### config.mk
export PLATFORM = sky130hd
export DESIGN_NAME = multicycle_alu
export DESIGN_NICKNAME = d
export VERILOG_FILES = /design/src/rtl/multicycle_alu.sv
export SDC_FILE = /design/constraint.sdc
export NUM_CORES = 1
export LEC_CHECK = 0
export ABC_AREA = 1
export CELL_PAD_IN_SITES_DETAIL_PLACEMENT = 0
export CELL_PAD_IN_SITES_GLOBAL_PLACEMENT = 1
export CORE_AREA = 2 2 133 187
export DETAILED_ROUTE_END_ITERATION = 8
export DIE_AREA = 0 0 135 189
export HOLD_SLACK_MARGIN = 0.05
export PLACE_DENSITY = 0.95
export SYNTH_ARGS = -nofsm -noshare
export SYNTH_HDL_FRONTEND = slang
export SYNTH_SLANG_ARGS = --single-unit
### constraint.sdc
create_clock -name CLK -period 7.6 [get_ports CLK]
set_clock_uncertainty 0.2 [all_clocks]
set_input_delay 1.52 -clock CLK [delete_from_list [all_inputs] [get_ports CLK]]
set_output_delay 1.52 -clock CLK [all_outputs]
set_load 0.02 [all_outputs]
### src/rtl/multicycle_alu.sv
// ============================================================================
// Module  : multicycle_alu
// Brief   : Valid/ready ALU with bit-serial shifts and an optional shift-add
//           multiplier / restoring divider (macro MULTICYCLE_ALU_MULDIV_EN).
// Rev     : 1.0
// ============================================================================
`default_nettype none

module multicycle_alu #(
  parameter int WIDTH   = 32,
  parameter int SHAMT_W = 5
) (
  input  logic               CLK,
  input  logic               RST,
  input  logic               in_valid,
  output logic               in_ready,
  input  logic [WIDTH-1:0]   A,
  input  logic [WIDTH-1:0]   B,
  input  logic [4:0]         ALUControlOp,
  output logic               out_valid,
  input  logic               out_ready,
  output logic [WIDTH-1:0]   Output
);

  localparam logic [4:0] c_op_add  = 5'b00000;
  localparam logic [4:0] c_op_sub  = 5'b00001;
  localparam logic [4:0] c_op_sll  = 5'b00010;
  localparam logic [4:0] c_op_slt  = 5'b00011;
  localparam logic [4:0] c_op_sltu = 5'b00100;
  localparam logic [4:0] c_op_xor  = 5'b00101;
  localparam logic [4:0] c_op_srl  = 5'b00110;
  localparam logic [4:0] c_op_sra  = 5'b00111;
  localparam logic [4:0] c_op_or   = 5'b01000;
  localparam logic [4:0] c_op_and  = 5'b01001;
  localparam logic [4:0] c_op_jalr = 5'b01010;

`ifdef MULTICYCLE_ALU_MULDIV_EN
  localparam logic [4:0] c_op_mul   = 5'b01011;
  localparam logic [4:0] c_op_mulhu = 5'b01100;
  localparam logic [4:0] c_op_divu  = 5'b01101;
  localparam logic [4:0] c_op_remu  = 5'b01110;

  typedef enum logic [2:0] {
    ST_IDLE  = 3'd0,
    ST_SHIFT = 3'd1,
    ST_MUL   = 3'd2,
    ST_DIV   = 3'd3,
    ST_DONE  = 3'd4
  } state_t;
`else
  typedef enum logic [2:0] {
    ST_IDLE  = 3'd0,
    ST_SHIFT = 3'd1,
    ST_DONE  = 3'd4
  } state_t;
`endif

  state_t             r_state;
  logic [WIDTH-1:0]   r_a;
  logic [4:0]         r_op;
  logic [SHAMT_W:0]   r_cnt;

  logic [WIDTH-1:0]   w_sum;
  logic [WIDTH-1:0]   w_result;
  logic [WIDTH-1:0]   w_shift_next;
  logic [SHAMT_W-1:0] w_shamt;
  logic               w_is_shift;

  assign w_sum      = A + B;
  assign w_shamt    = B[SHAMT_W-1:0];
  assign w_is_shift = (ALUControlOp == c_op_sll) || (ALUControlOp == c_op_srl) ||
                      (ALUControlOp == c_op_sra);

  // Shifts resolve here only for a zero shift amount, which passes A through.
  always_comb begin
    w_result = '0;
    case (ALUControlOp)
      c_op_add:  w_result = w_sum;
      c_op_sub:  w_result = A - B;
      c_op_slt:  w_result = {{(WIDTH-1){1'b0}}, ($signed(A) < $signed(B))};
      c_op_sltu: w_result = {{(WIDTH-1){1'b0}}, (A < B)};
      c_op_xor:  w_result = A ^ B;
      c_op_or:   w_result = A | B;
      c_op_and:  w_result = A & B;
      c_op_jalr: w_result = {w_sum[WIDTH-1:1], 1'b0};
      c_op_sll, c_op_srl, c_op_sra: w_result = A;
      default:   w_result = '0;
    endcase
  end

  always_comb begin
    w_shift_next = r_a >> 1;
    case (r_op)
      c_op_sll: w_shift_next = r_a << 1;
      c_op_sra: w_shift_next = {r_a[WIDTH-1], r_a[WIDTH-1:1]};
      default:  w_shift_next = r_a >> 1;
    endcase
  end

`ifdef MULTICYCLE_ALU_MULDIV_EN
  logic [2*WIDTH-1:0] r_prod;
  logic [WIDTH-1:0]   r_rem;
  logic [WIDTH-1:0]   r_quo;
  logic [WIDTH:0]     w_mul_sum;
  logic [WIDTH:0]     w_div_shifted;
  logic [WIDTH-1:0]   w_div_diff;
  logic               w_div_ge;
  logic [WIDTH-1:0]   w_rem_next;
  logic [WIDTH-1:0]   w_quo_next;
  logic               w_is_mul;
  logic               w_is_div;

  assign w_is_mul = (ALUControlOp == c_op_mul) || (ALUControlOp == c_op_mulhu);
  assign w_is_div = (ALUControlOp == c_op_divu) || (ALUControlOp == c_op_remu);

  // r_prod = {partial high product, remaining multiplier bits}; shifts right.
  assign w_mul_sum = {1'b0, r_prod[2*WIDTH-1:WIDTH]} +
                     (r_prod[0] ? {1'b0, r_a} : {(WIDTH+1){1'b0}});

  // A zero divisor always "fits", giving all-ones quotient and remainder = A.
  assign w_div_shifted = {r_rem, r_quo[WIDTH-1]};
  assign w_div_ge      = (w_div_shifted >= {1'b0, r_a});
  assign w_div_diff    = w_div_shifted[WIDTH-1:0] - r_a;
  assign w_rem_next    = w_div_ge ? w_div_diff : w_div_shifted[WIDTH-1:0];
  assign w_quo_next    = {r_quo[WIDTH-2:0], w_div_ge};
`endif

  always_ff @(posedge CLK or posedge RST) begin
    if (RST) begin
      r_state   <= ST_IDLE;
      in_ready  <= 1'b1;
      out_valid <= 1'b0;
      Output    <= '0;
      r_a       <= '0;
      r_op      <= '0;
      r_cnt     <= '0;
`ifdef MULTICYCLE_ALU_MULDIV_EN
      r_prod    <= '0;
      r_rem     <= '0;
      r_quo     <= '0;
`endif
    end else begin
      case (r_state)
        ST_IDLE: begin
          if (in_valid) begin
            r_op     <= ALUControlOp;
            in_ready <= 1'b0;
            if (w_is_shift && (w_shamt != '0)) begin
              r_a     <= A;
              r_cnt   <= {1'b0, w_shamt};
              r_state <= ST_SHIFT;
            end
`ifdef MULTICYCLE_ALU_MULDIV_EN
            else if (w_is_mul) begin
              r_a     <= A;
              r_prod  <= {{WIDTH{1'b0}}, B};
              r_cnt   <= (SHAMT_W+1)'(WIDTH);
              r_state <= ST_MUL;
            end else if (w_is_div) begin
              r_a     <= B;
              r_quo   <= A;
              r_rem   <= '0;
              r_cnt   <= (SHAMT_W+1)'(WIDTH);
              r_state <= ST_DIV;
            end
`endif
            else begin
              Output    <= w_result;
              out_valid <= 1'b1;
              r_state   <= ST_DONE;
            end
          end
        end
        ST_SHIFT: begin
          r_a   <= w_shift_next;
          r_cnt <= r_cnt - 1'b1;
          if (r_cnt == (SHAMT_W+1)'(1)) begin
            Output    <= w_shift_next;
            out_valid <= 1'b1;
            r_state   <= ST_DONE;
          end
        end
`ifdef MULTICYCLE_ALU_MULDIV_EN
        ST_MUL: begin
          r_prod <= {w_mul_sum, r_prod[WIDTH-1:1]};
          r_cnt  <= r_cnt - 1'b1;
          if (r_cnt == (SHAMT_W+1)'(1)) begin
            Output    <= (r_op == c_op_mulhu) ? w_mul_sum[WIDTH:1]
                                              : {w_mul_sum[0], r_prod[WIDTH-1:1]};
            out_valid <= 1'b1;
            r_state   <= ST_DONE;
          end
        end
        ST_DIV: begin
          r_rem <= w_rem_next;
          r_quo <= w_quo_next;
          r_cnt <= r_cnt - 1'b1;
          if (r_cnt == (SHAMT_W+1)'(1)) begin
            Output    <= (r_op == c_op_divu) ? w_quo_next : w_rem_next;
            out_valid <= 1'b1;
            r_state   <= ST_DONE;
          end
        end
`endif
        ST_DONE: begin
          if (out_ready) begin
            out_valid <= 1'b0;
            in_ready  <= 1'b1;
            r_state   <= ST_IDLE;
          end
        end
        default: begin
          out_valid <= 1'b0;
          in_ready  <= 1'b1;
          r_state   <= ST_IDLE;
        end
      endcase
    end
  end

endmodule

`default_nettype wire

; ---- After elaboration in Yosys (flattened, before gate mapping)
; Index checks and enable logic that the tools add are counted.
[totals]
reg_bits = 80
latchBits = 0
ramBits = 0
rom_bits = 0
in_bits = 73
mem_count = 0
[classes]
n_addsub = 3
n_mul = 0
div_mod_pow = 0
order_cmp = 2
eq_ne = 20
n_shift = 0
mux = 25
bitwise = 4
reduce_logical = 14
[op_table]
columns = op, count
row1 = $pmux W32 S9, 1
row2 = $pmux W32 S2, 3
row3 = $mux W32, 5
row4 = $lt A32 B32 Y1, 2
row5 = $add A32 B32 Y32, 1
row6 = $and A32 B32 Y32, 1
row7 = $or A32 B32 Y32, 1
row8 = $sub A32 B32 Y32, 1
row9 = $xor A32 B32 Y32, 1
row10 = $eq A5 B3 Y1 const B, 5
row11 = $eq A5 B2 Y1 const B, 3
row12 = $eq A5 B4 Y1 const B, 3
row13 = $mux W3, 4
row14 = $mux W6, 2
row15 = $pmux W6 S2, 1
row16 = $ne A2 B2 Y1 const B, 5
row17 = $pmux W3 S3, 1
row18 = $reduce_and A3 Y1, 3
row19 = $reduce_and A4 Y1, 2
row20 = $eq A6 B1 Y1 const B, 1
row21 = $mux W1, 6
row22 = $pmux W1 S3, 2
row23 = $sub A6 B1 Y6 const B, 1
row24 = $eq A5 B1 Y1 const B, 1
row25 = other kinds (11), 12

; ---- Longest topological paths before layout
; Gate-level depths: netlist of the first run.
[logic_depth]
ltp_word = 7
ltp_mapped = 17
mapped_depth_nobuf = 17

; ---- Worst setup path after synthesis of the first run
; Ideal clock, no wire load.
[synth_timing]
path_kind = input to register
startpoint = input port A[0]
endpoint = register Output[14]
setup_ns = 0.077
t_arrival_ns = 3.068
slack_ns = 4.254
path_stages = 15
path_cell_list = inv_1 > ha_1 > inv_1 > fa_1 > nand2_1 > nand2_1 > nand3_1 > nand2_1 > nand2_1 > nand3_2 > a21boi_0 > o21ai_0 > nand3_1 > nand2_1 > a21oi_1
[synth_via]
elab_chain_cells = 5
[synth_rtl]
columns = item, line_no
row1 = "start, declared", 17  ; input logic [WIDTH-1:0] A,
row2 = $add A32 B32 Y32 / $sub A32 B32 Y32 (equally long branches), "69, 79"
row3 = $pmux W32 S9 *, 77  ; case (ALUControlOp)
row4 = $mux W32 *, 148  ; if (w_is_shift && (w_shamt != '0)) begin
row5 = $mux W32 *, 145  ; if (in_valid) begin
row6 = $pmux W32 S2 *, 143  ; case (r_state)
row7 = "end signal, assigned", 168  ; Output <= w_result;
row8 = "end signal, assigned", 178  ; Output <= w_shift_next;
row9 = "end, declared", 22  ; output logic [WIDTH-1:0] Output
; Mark *: on every way between the ends. The rest lies on a longest branch, timed or not. The select of a mux whose other input is x is not followed.
; A chain may end at the register's enable or synchronous reset.

; ---- Worst setup path in the final report of the first run
[layout_timing]
startpoint = input port ALUControlOp[2]
endpoint = register r_cnt[4]
[layout_via]
elab_chain_cells = 6
[layout_rtl]
columns = item, line_no
row1 = "start, declared", 19  ; input logic [4:0] ALUControlOp,
row2 = $eq A5 B2 Y1 / $eq A5 B3 Y1 (equally long branches), 71  ; assign w_is_shift = (ALUControlOp == c_op_sll) || (ALUControlOp == c_op_srl) ||
row3 = $logic_or A1 B1 Y1, 71
row4 = $logic_or A1 B1 Y1 *, 71
row5 = $logic_and A1 B1 Y1 *, 148
row6 = $ne A2 B2 Y1 (no line) *, n/a
row7 = $reduce_and A3 Y1 (no line) *, n/a
row8 = "end signal, assigned", 150  ; r_cnt <= {1'b0, w_shamt};
row9 = "end signal, assigned", 176  ; r_cnt <= r_cnt - 1'b1;
row10 = "end, declared", 61  ; logic [SHAMT_W:0] r_cnt;
; Mark *: on every way between the ends. The rest lies on a longest branch, timed or not.

==> results of run 1 <==
## logic make-up after synthesis
logic type | Yosys count
XOR/XNOR | 3
AND/OR/NAND/NOR | 877
flip-flops | 79
buffers and inverters | 384
adder cells (fa/ha/maj) | 100
AO/OA/AOI/OAI | 324
## final cells by class
type / instances / area, sq um
multi-input combinational: 1304 / 6810
clock inverter: 5 / 82.6
tap: 310 / 388
timing repair buffer: 110 / 1090
fill: 2628 / 12000
sequential: 79 / 1980
inverter: 318 / 1200
clock buffer: 10 / 229
## metrics by stage
step                util, %  total power (W)
CTS                    49.5          0.00256
global placement       48.2          0.00207
finish                 49.5          0.00257
detailed placement     48.2          0.00209
floorplan                 -          0.00161
global route           49.5          0.00275
## final timing paths
kind,from,endpoint,slack [ns]
worst max-delay path,ALUControlOp[2],r_cnt[4]$_DFFE_PP0P_,2.86
worst min-delay path,r_op[4]$_DFFE_PP0P_,r_op[4]$_DFFE_PP0P_,0.28
worst max register to register,r_state[0]$_DFFE_PP0P_,Output[29]$_DFFE_PP0P_,4.60
worst min register to register,r_op[4]$_DFFE_PP0P_,r_op[4]$_DFFE_PP0P_,0.28
max in group asynchronous,RST,r_cnt[0]$_DFFE_PP0P_,4.89
min in group asynchronous,RST,Output[22]$_DFFE_PP0P_,1.60
## state kept, by name (all words and copies together), names as in the netlist
register	count
r_state	2
out_valid	1
r_op	5
r_cnt	6
r_a	32
Output	32
in_ready	1
## layer usage
layer / share of wire, % / track usage, %
met5: 0 / 0
met4: 6.4 / 18.4
met3: 6.6 / 2.25
met2: 47 / 52.6
met1: 40 / 38.4
## power breakdown
group          internal, W  switching, W
combinational     0.000491      0.000836
sequential        0.000630      0.000150
clock             0.000287      0.000174
total              0.00141       0.00116
## cell usage in the layout, fill, tap and decap left out, types with 3 or more instances in the layout
master,n
nand2_1,469
inv_1,305
nor2_1,211
nand3_1,140
a21oi_1,115
clkdlybuf4s50_1,106
ha_1,98
o21ai_0,82
dfrtp_1,78
o22ai_1,37
a221oi_1,23
o21ai_1,21
nor3_1,17
nand4_1,13
inv_2,10
o21bai_1,10
clkbuf_16,9
a31oi_1,7
o22a_1,7
a21boi_0,5
nor2_2,4
nand2_2,4
nand3_2,4
o211ai_1,4
buf_4,4
nor2_4,3
nor4_1,3
a22oi_1,3
## critical path, delay by kind of cell
family / cells / cell delay [ns]
AO/OA/AOI/OAI: 5 / 1.23
buffers and inverters: 5 / 1.63
AND/OR/NAND/NOR: 3 / 0.37
==> out/results.ini, run 1 <==
[die]
core_area_sq_um = 23800
rows = 67
start_util_pct = 43.4
die_h_um = 189
die_w_um = 135
ioPinCount = 107
die_area_sq_um = 25500

[synth]
yosysTopAreaCell = dfrtp_1
synth_top_family_by_area = simple AND/OR/NAND/NOR gates
async_flop_share_pct = 100
synth-edff-count = 0
synth.avg_cell_area_sq_um = 5.84
synth_compound_area_share_pct = 18.3
ys.flop_type = dfrtp_1
synth.most_common_cell = nand2_1
synthAdderAreaFrac_pct = 12.3
netlist_top_cells_area = dfrtp_1, nand2_1, ha_1
syn-instance-count = 1767
yosysTopAreaCellShare_pct = 18.9
muxShareOfSynthArea_pct = 0
synthXorXnorAreaFrac_pct = 0.255
yosysSeqAreaShare_pct = 19.2
ys_ff_latch = 79
yosysUniqueCellTypes = 49
synth_simple_gate_area_share_pct = 35.1
syn_nets = 1940
yosys-top-cells-count = nand2_1, inv_1, nor2_1
ys_warn_count = 0
synth_area_sq_um = 10300

[grt]
grt_pass1_wl_mm = 61.6
overflow = 0
grtUsageTotal_pct = 31.0
grt_antenna_before_repair = 0
grt_pass1_vias = 11623
grt_max_degree = 80

[place]
gp_congestion = 0.998
port_buffers = 106
dpl.cell_count = 2121
pre_cts_ws_ns = 2.55
dp_hpwl_mm = 30.6
placed_area_sq_um = 11500

[detailed_routing]
drc = 0
drt-wirelength-per-cell_um = 18.6
route.vias.total = 12009
wl_mm = 39.6
drt_iter0_markers = 1093
vias_per_cell = 5.62
dr.pass1.iters = 5
ant_nets = 0

[timing]
setup_tns_ns = 0
setup_viol = 0
rsz0062_at_grt = no
hold_violations = 0
max_slew_margin_pct = 29.8
worstMarginPinSlew_ns = 1.05
min_period_ns = 4.74
whs_ns = 0.279
min_period_over_period_pct = 62.3
fmax_mhz = 211
finalMaxSlewViolations = 0
layout_setup_ws_ns = 2.86

[cts]
cts.hold.buffers_added = 0
htree_levels = 3
post_cts_resized = 0
cts_buffers = 9
clock_sinks = 79
cts_tree = yes
clk_latency_ns = 0.34
clk_pin_slew_worst_paths_ns = 0.06
clock_tree.root_cell = clkbuf_16
cts.path.max_buffers = 2
post_cts_buffers = 0

[critical_path]
path_class = in2reg
worstSetupStartpointType = primary input
required_ns = 7.62
path_cells = clkdlybuf4s50_1 > buf_4 > inv_2 > nand2_2 > nand3_4 > inv_4 > o21ai_2 > a21oi_4 > inv_2 > a21oi_2 > o21ai_1 > nand2_1 > o21ai_1
max_stage_delay_ns = 0.66
endpoint_kind = register
rr_worst_depth = 9
worstPathMaxFanout = 34
worstPathArrival_ns = 4.76
cpMaxStageDelayCell = a21oi_4

[cells_and_area]
fin_nets = 1995
area_growth_pct = 14.1
stdcell_area_sq_um = 11800
drive_gt1_share_pct = 2.96
num_antenna_cells = 0
final-instance-count-excl-fill = 2136

[power_and_ir_drop]
p_leak_nw = 6.22
ir_drop_mv = 0.252
p_per_area_nw_per_um2 = 218

[run_status]
status = completed

[job]
cap_violations = 0

[worst_hold_path]
min_path_type = reg2reg
min_path_cells = 2

No activity file was read; power rests on OpenSTA's default activity.
==> run 2: changes to the inputs <==
--- a/config.mk
+++ b/config.mk
@@ -8,11 +8,11 @@
 export ABC_AREA = 1
 export CELL_PAD_IN_SITES_DETAIL_PLACEMENT = 0
 export CELL_PAD_IN_SITES_GLOBAL_PLACEMENT = 1
-export CORE_AREA = 2 2 133 187
+export CORE_AREA = 2 2 145 203
 export DETAILED_ROUTE_END_ITERATION = 8
-export DIE_AREA = 0 0 135 189
+export DIE_AREA = 0 0 147 205
 export HOLD_SLACK_MARGIN = 0.05
-export PLACE_DENSITY = 0.95
+export PLACE_DENSITY = 0.86
 export SYNTH_ARGS = -nofsm -noshare
 export SYNTH_HDL_FRONTEND = slang
 export SYNTH_SLANG_ARGS = --single-unit
==> constraint.sdc (replaced) <==
create_clock -name CLK -period 4.15 [get_ports CLK]
set_clock_uncertainty 0.2 [all_clocks]
set_input_delay 0.83 -clock CLK [delete_from_list [all_inputs] [get_ports CLK]]
set_output_delay 0.83 -clock CLK [all_outputs]
set_load 0.02 [all_outputs]
==> out/results.ini, run 2 (synthesis results as in run 1) <==
[run_status]
status = completed

[timing]
min_period_over_period_pct = 88.3
whs_ns = 0.285
rsz0062_at_grt = no
hold_violations = 0
fmax_mhz = 273
min_period_ns = 3.66
finalMaxSlewViolations = 0
setup_viol = 0
worstMarginPinSlew_ns = 0.857
setup_tns_ns = 0
max_slew_margin_pct = 42.8

[cells_and_area]
utilization_pct = 42.6
reg.largest.list = Output (32), r_a (32), r_cnt (6)
drive_gt1_share_pct = 4.16
area_growth_pct = 17.0
layout_common_cells = nand2_1, inv_1, nor2_1
seqCellArea_sq_um = 1980
multi_input_area_sq_um = 6800
fillerInstances = 3166
final_common_cell = nand2_1
fin_nets = 2017
num_antenna_cells = 0

[die]
die_area_sq_um = 30100
ioPinCount = 107
die_h_um = 205
rows = 73
core_area_sq_um = 28300
die_w_um = 147
start_util_pct = 36.5

[critical_path]
startpoint = A[11]
crit-reg2reg-launch = r_state[2]$_DFFE_PP0P_
worstPathArrival_ns = 3.70
path_class = in2reg
required_ns = 4.18
endpoint_kind = register
worstSetupStartpointType = primary input
worstPathMaxFanout = 7

[grt]
grt_pass1_wl_mm = 65.4
grtUsageTotal_pct = 28.4
grt_pass1_vias = 11540
grt_antenna_before_repair = 0
grt_max_degree = 47
overflow = 0

[detailed_routing]
drt-wirelength-per-cell_um = 19.3
drc = 0
route.vias.total = 12002
drt_iter0_markers = 965
vias_per_cell = 5.40
dr.pass1.iters = 6
wl_mm = 42.9
ant_nets = 0

[power_and_ir_drop]
p_sw_share_pct = 46.2
ir_drop_mv = 0.221
comb_power_share_pct = 51.7
clockPowerShare_pct = 18.6
p_int_w = 0.00262
switchingPower_w = 0.00225
p_leak_nw = 6.35
power.total_w = 0.00487
seqPwrFrac_pct = 29.7
p_per_area_nw_per_um2 = 404

[worst_hold_path]
min_path_type = reg2reg
hp-start = r_op[1]$_DFFE_PP0P_

[cts]
clock_sinks = 79
cts_buffers = 9
cts_tree = yes
clk_latency_ns = 0.35
cts.hold.buffers_added = 0
post_cts_resized = 0
post_cts_buffers = 0
clock_tree.root_cell = clkbuf_16
clk_pin_slew_worst_paths_ns = 0.07
cts.path.max_buffers = 2
htree_levels = 3

[place]
port_buffers = 106
gp_congestion = 1.00
dp_hpwl_mm = 34.0

[job]
cap_violations = 0

[run 2: changes by cell type in the layout (fill, tap and decap cells not counted)]
cell        before  now
buf_12           0    3
clkbuf_1         1    0
clkinv_2         2    1
clkinvlp_4       0    2
clkbuf_8         0    1
nor2_2           4    5
nand3_1        140  141
nand3_2          4    3
nor2_4           3    2
buf_4            4   23
[run 2: per-stage QoR]
step | setup slack, ns | cell area (sq um) | std cells
after floorplan | 1.10 | 10300 | 1767
after global placement | 0.200 | 11700 | 2208
after detailed placement | 0.174 | 11700 | 2208
after CTS | 0.534 | 12100 | 2224
after global routing | 0.328 | 12100 | 2224
final | 0.488 | 12100 | 2224
[run 2: final cells by class]
class	instances	share of cell area, %
Sequential cell	79	16.4
Inverter	318	9.94
Clock inverter	6	0.767
Tap cell	375	3.89
Multi-Input combinational cell	1304	56.3
Clock buffer	10	1.98
Timing Repair Buffer	132	10.7
[run 2: power by group through the flow]
stage	registers (W)	logic (W)	clock network, W
after floorplan	0.00156	0.00139	0
after global placement	0.00144	0.00248	0
after detailed placement	0.00145	0.00250	0
after CTS	0.00144	0.00251	0.000915
after global routing	0.00148	0.00277	0.000947
final	0.00145	0.00252	0.000908
[run 2: worst paths after layout]
check	cells past startpoint	to	slack [ns]
min in group asynchronous	2	r_a[29]$_DFFE_PP0P_	0.71
worst min register to register	2	r_op[1]$_DFFE_PP0P_	0.28
worst max-delay path	15	Output[21]$_DFFE_PP0P_	0.49
worst max register to register	8	Output[25]$_DFFE_PP0P_	1.78
worst min-delay path	2	r_op[1]$_DFFE_PP0P_	0.28
max in group asynchronous	3	in_ready$_DFFE_PP1P_	2.29
[run 2: routing by layer]
layer	track usage (%)	share of wire, %	up-vias
met2	48.8	48	494
met4	12.0	4.3	0
met3	3.88	6.1	92
met5	0	0	-
li1	-	-	5808
met1	35.7	42	5608
[run 2: worst max-delay path, cell delays in order]
cell	delay (ns)
clkdlybuf4s50_1	0.60
inv_1	0.10
ha_1	0.45
nand2_1	0.18
nor2_1	0.35
and2_1	0.18
nand2_1	0.08
nand2_1	0.23
nand2_1	0.11
nand2_1	0.07
nand2_1	0.04
nand3_1	0.06
nand3_1	0.19
nand2_1	0.13
a21oi_1	0.08
==> run 3: changes to the inputs <==
==> config.mk (replaced) <==
export PLATFORM = sky130hd
export DESIGN_NAME = multicycle_alu
export DESIGN_NICKNAME = d
export VERILOG_FILES = /design/src/rtl/multicycle_alu.sv
export SDC_FILE = /design/constraint.sdc
export NUM_CORES = 1
export LEC_CHECK = 0
export CELL_PAD_IN_SITES_DETAIL_PLACEMENT = 0
export CELL_PAD_IN_SITES_GLOBAL_PLACEMENT = 1
export CORE_AREA = 2 2 134 188
export CTS_CLUSTER_DIAMETER = 150
export DETAILED_ROUTE_END_ITERATION = 8
export DIE_AREA = 0 0 136 190
export HOLD_SLACK_MARGIN = 0.05
export PLACE_DENSITY = 0.8
export SYNTH_ARGS = -nofsm -noshare
export SYNTH_HDL_FRONTEND = slang
export SYNTH_SLANG_ARGS = --single-unit
==> out/results.ini, run 3 <==
[synth]
yosys-top-cells-count = a21oi_1, nand2_1, nor2_1
netlist_top_cells_area = dfrtp_1, ha_1, a21oi_1
yosysTopAreaCellShare_pct = 21.1
ys.flop_type = dfrtp_1
yosysUniqueCellTypes = 93
syn-instance-count = 1238
syn_nets = 1411
async_flop_share_pct = 100
synth-edff-count = 0
synth.avg_cell_area_sq_um = 7.46
ys_ff_latch = 79
yosysSeqAreaShare_pct = 21.4
ys_warn_count = 0
yosysTopAreaCell = dfrtp_1
synth_area_sq_um = 9230

[detailed_routing]
met1_length_mm = 14.6
route.vias.total = 10099
dr.pass1.iters = 5
vias_per_cell = 5.78
drc = 0
highest_layer = met4
drt-wirelength-per-cell_um = 20.1
drt_iter0_markers = 714
ant_nets = 0
route.met2.wl_mm = 17.8
wl_mm = 35.0
wl_met3_mm = 1.42

[die]
core_area_sq_um = 24300
die_h_um = 190
rows = 68
die_w_um = 136
start_util_pct = 37.9
ioPinCount = 107
die_area_sq_um = 25800

[place]
port_buffers = 106
pre_cts_ws_ns = -0.277
dp_hpwl_mm = 27.5
gp_congestion = 0.953

[timing]
min_period_ns = 4.01
whs_ns = 0.281
layout_setup_ws_ns = 0.145
min_period_over_period_pct = 96.5
finalMaxSlewViolations = 0
rsz0062_at_grt = no
hold_violations = 0
fmax_mhz = 250
worstMarginPinSlew_ns = 0.965
setup_viol = 0
max_slew_margin_pct = 35.0

[power_and_ir_drop]
p_per_area_nw_per_um2 = 365
ir_drop_mv = 0.228
p_leak_nw = 5.52

[critical_path]
cp_top_family = compound AO/OA/AOI/OAI gates
endpoint_kind = register
worstPathMaxFanout = 5
path_cells = clkdlybuf4s50_1 > inv_1 > ha_1 > o21bai_1 > o211ai_2 > a2111oi_4 > o41ai_4 > nor4_2 > o21ai_1 > and4_1 > or3_1 > o211a_1
required_ns = 4.22
path_class = in2reg
worstSetupStartpointType = primary input
worstPathArrival_ns = 4.07
critPathBufInv = 2
max_stage_delay_ns = 0.50
cpMaxStageDelayCell = clkdlybuf4s50_1

[cts]
cts.path.max_buffers = 2
cts_buffers = 9
clk_pin_slew_worst_paths_ns = 0.07
cts_tree = yes
clk_latency_ns = 0.38
clock_tree.root_cell = clkbuf_16
post_cts_buffers = 0
htree_levels = 3
clock_sinks = 79

[grt]
grt_pass1_vias = 9983
grtUsageTotal_pct = 27.4
overflow = 0
grt_pass1_wl_mm = 55.2
grt_max_degree = 54
grt_antenna_before_repair = 0

[cells_and_area]
fin_nets = 1600
area_growth_pct = 28.9
drive_gt1_share_pct = 14.7
final_common_cell = buf_4
reg.largest.list = Output (32), r_a (32), r_cnt (6)
num_antenna_cells = 0
layout_common_cells = buf_4, nand2_1, a21oi_1

[job]
cap_violations = 0

[worst_hold_path]
min_path_type = reg2reg

[run_status]
status = completed

[run 3: metal layers]
metal,vias to the layer above,global-route usage [%]
met5,-,0
met4,0,10.8
met3,84,3.06
met2,292,48.8
met1,4840,33.4
li1,4883,-
[run 3: worst paths after layout]
kind	startpoint	endpoint	slack, ns	cells after the start
max reg2reg	r_cnt[2]$_DFFE_PP0P_	Output[29]$_DFFE_PP0P_	0.99	6
min	out_valid$_DFFE_PP0P_	out_valid$_DFFE_PP0P_	0.28	2
min reg2reg	out_valid$_DFFE_PP0P_	out_valid$_DFFE_PP0P_	0.28	2
min in group asynchronous	RST	Output[20]$_DFFE_PP0P_	0.58	2
max in group asynchronous	RST	in_ready$_DFFE_PP1P_	2.37	3
max	B[1]	Output[25]$_DFFE_PP0P_	0.14	12
[run 3: stage by stage]
stage / std cells / TNS [ns] / utilization, % / power, W / area, sq um
floorplan: 1238 / 0 / - / 0.00253 / 9230
global placement: 1731 / -1.80 / 47.5 / 0.00343 / 11600
finish: 1747 / 0 / 48.9 / 0.00435 / 11900
detailed placement: 1731 / -1.93 / 47.5 / 0.00345 / 11600
global route: 1747 / 0 / 48.9 / 0.00462 / 11900
CTS: 1747 / 0 / 48.8 / 0.00434 / 11900
[run 3: logic make-up (layout without fill, tap and decap cells)]
family                     Yosys count  in the layout  share of synthesized area, %
adders and majority gates          100            100                          13.7
and+or+nand+nor                    375            375                          19.0
buffers and inverters              186            380                          7.99
muxes                               40             40                          4.43
xor gates and xnor gates            11             11                          1.04
AOI/OAI and AO/OA                  447            447                          32.4
DFF                                 79             79                          21.4
[run 3: timing repair]
| action | CTS | global route |
|---|---|---|
| hold buffers | 0 | 0 |
| endpoints found under the setup margin | 0 | 6 |
| resized for setup | 0 | 5 |
[run 3: worst register-to-register path, cell delays in order (launching register included)]
cell	delay, ns
dfrtp_1	0.42
or3_1	0.44
nor3_1	0.53
o21a_1	0.50
nand2_1	0.33
or4b_1	0.59
nand3_1	0.09
[run 3: cell type report]
class / count / area [sq um]
tap: 315 / 394
fill: 2465 / 12400
sequential: 79 / 1980
inverter: 102 / 384
multi-input combinational: 973 / 6590
clock buffer: 9 / 225
timing repair buffer: 262 / 2240
clock inverter: 7 / 81.3
[run 3: report_power, final]
part / switching, W / total (W) / internal [W]
combinational: 0.00114 / 0.00210 / 0.000957
clock: 0.000409 / 0.000884 / 0.000475
sequential: 0.000274 / 0.00136 / 0.00109
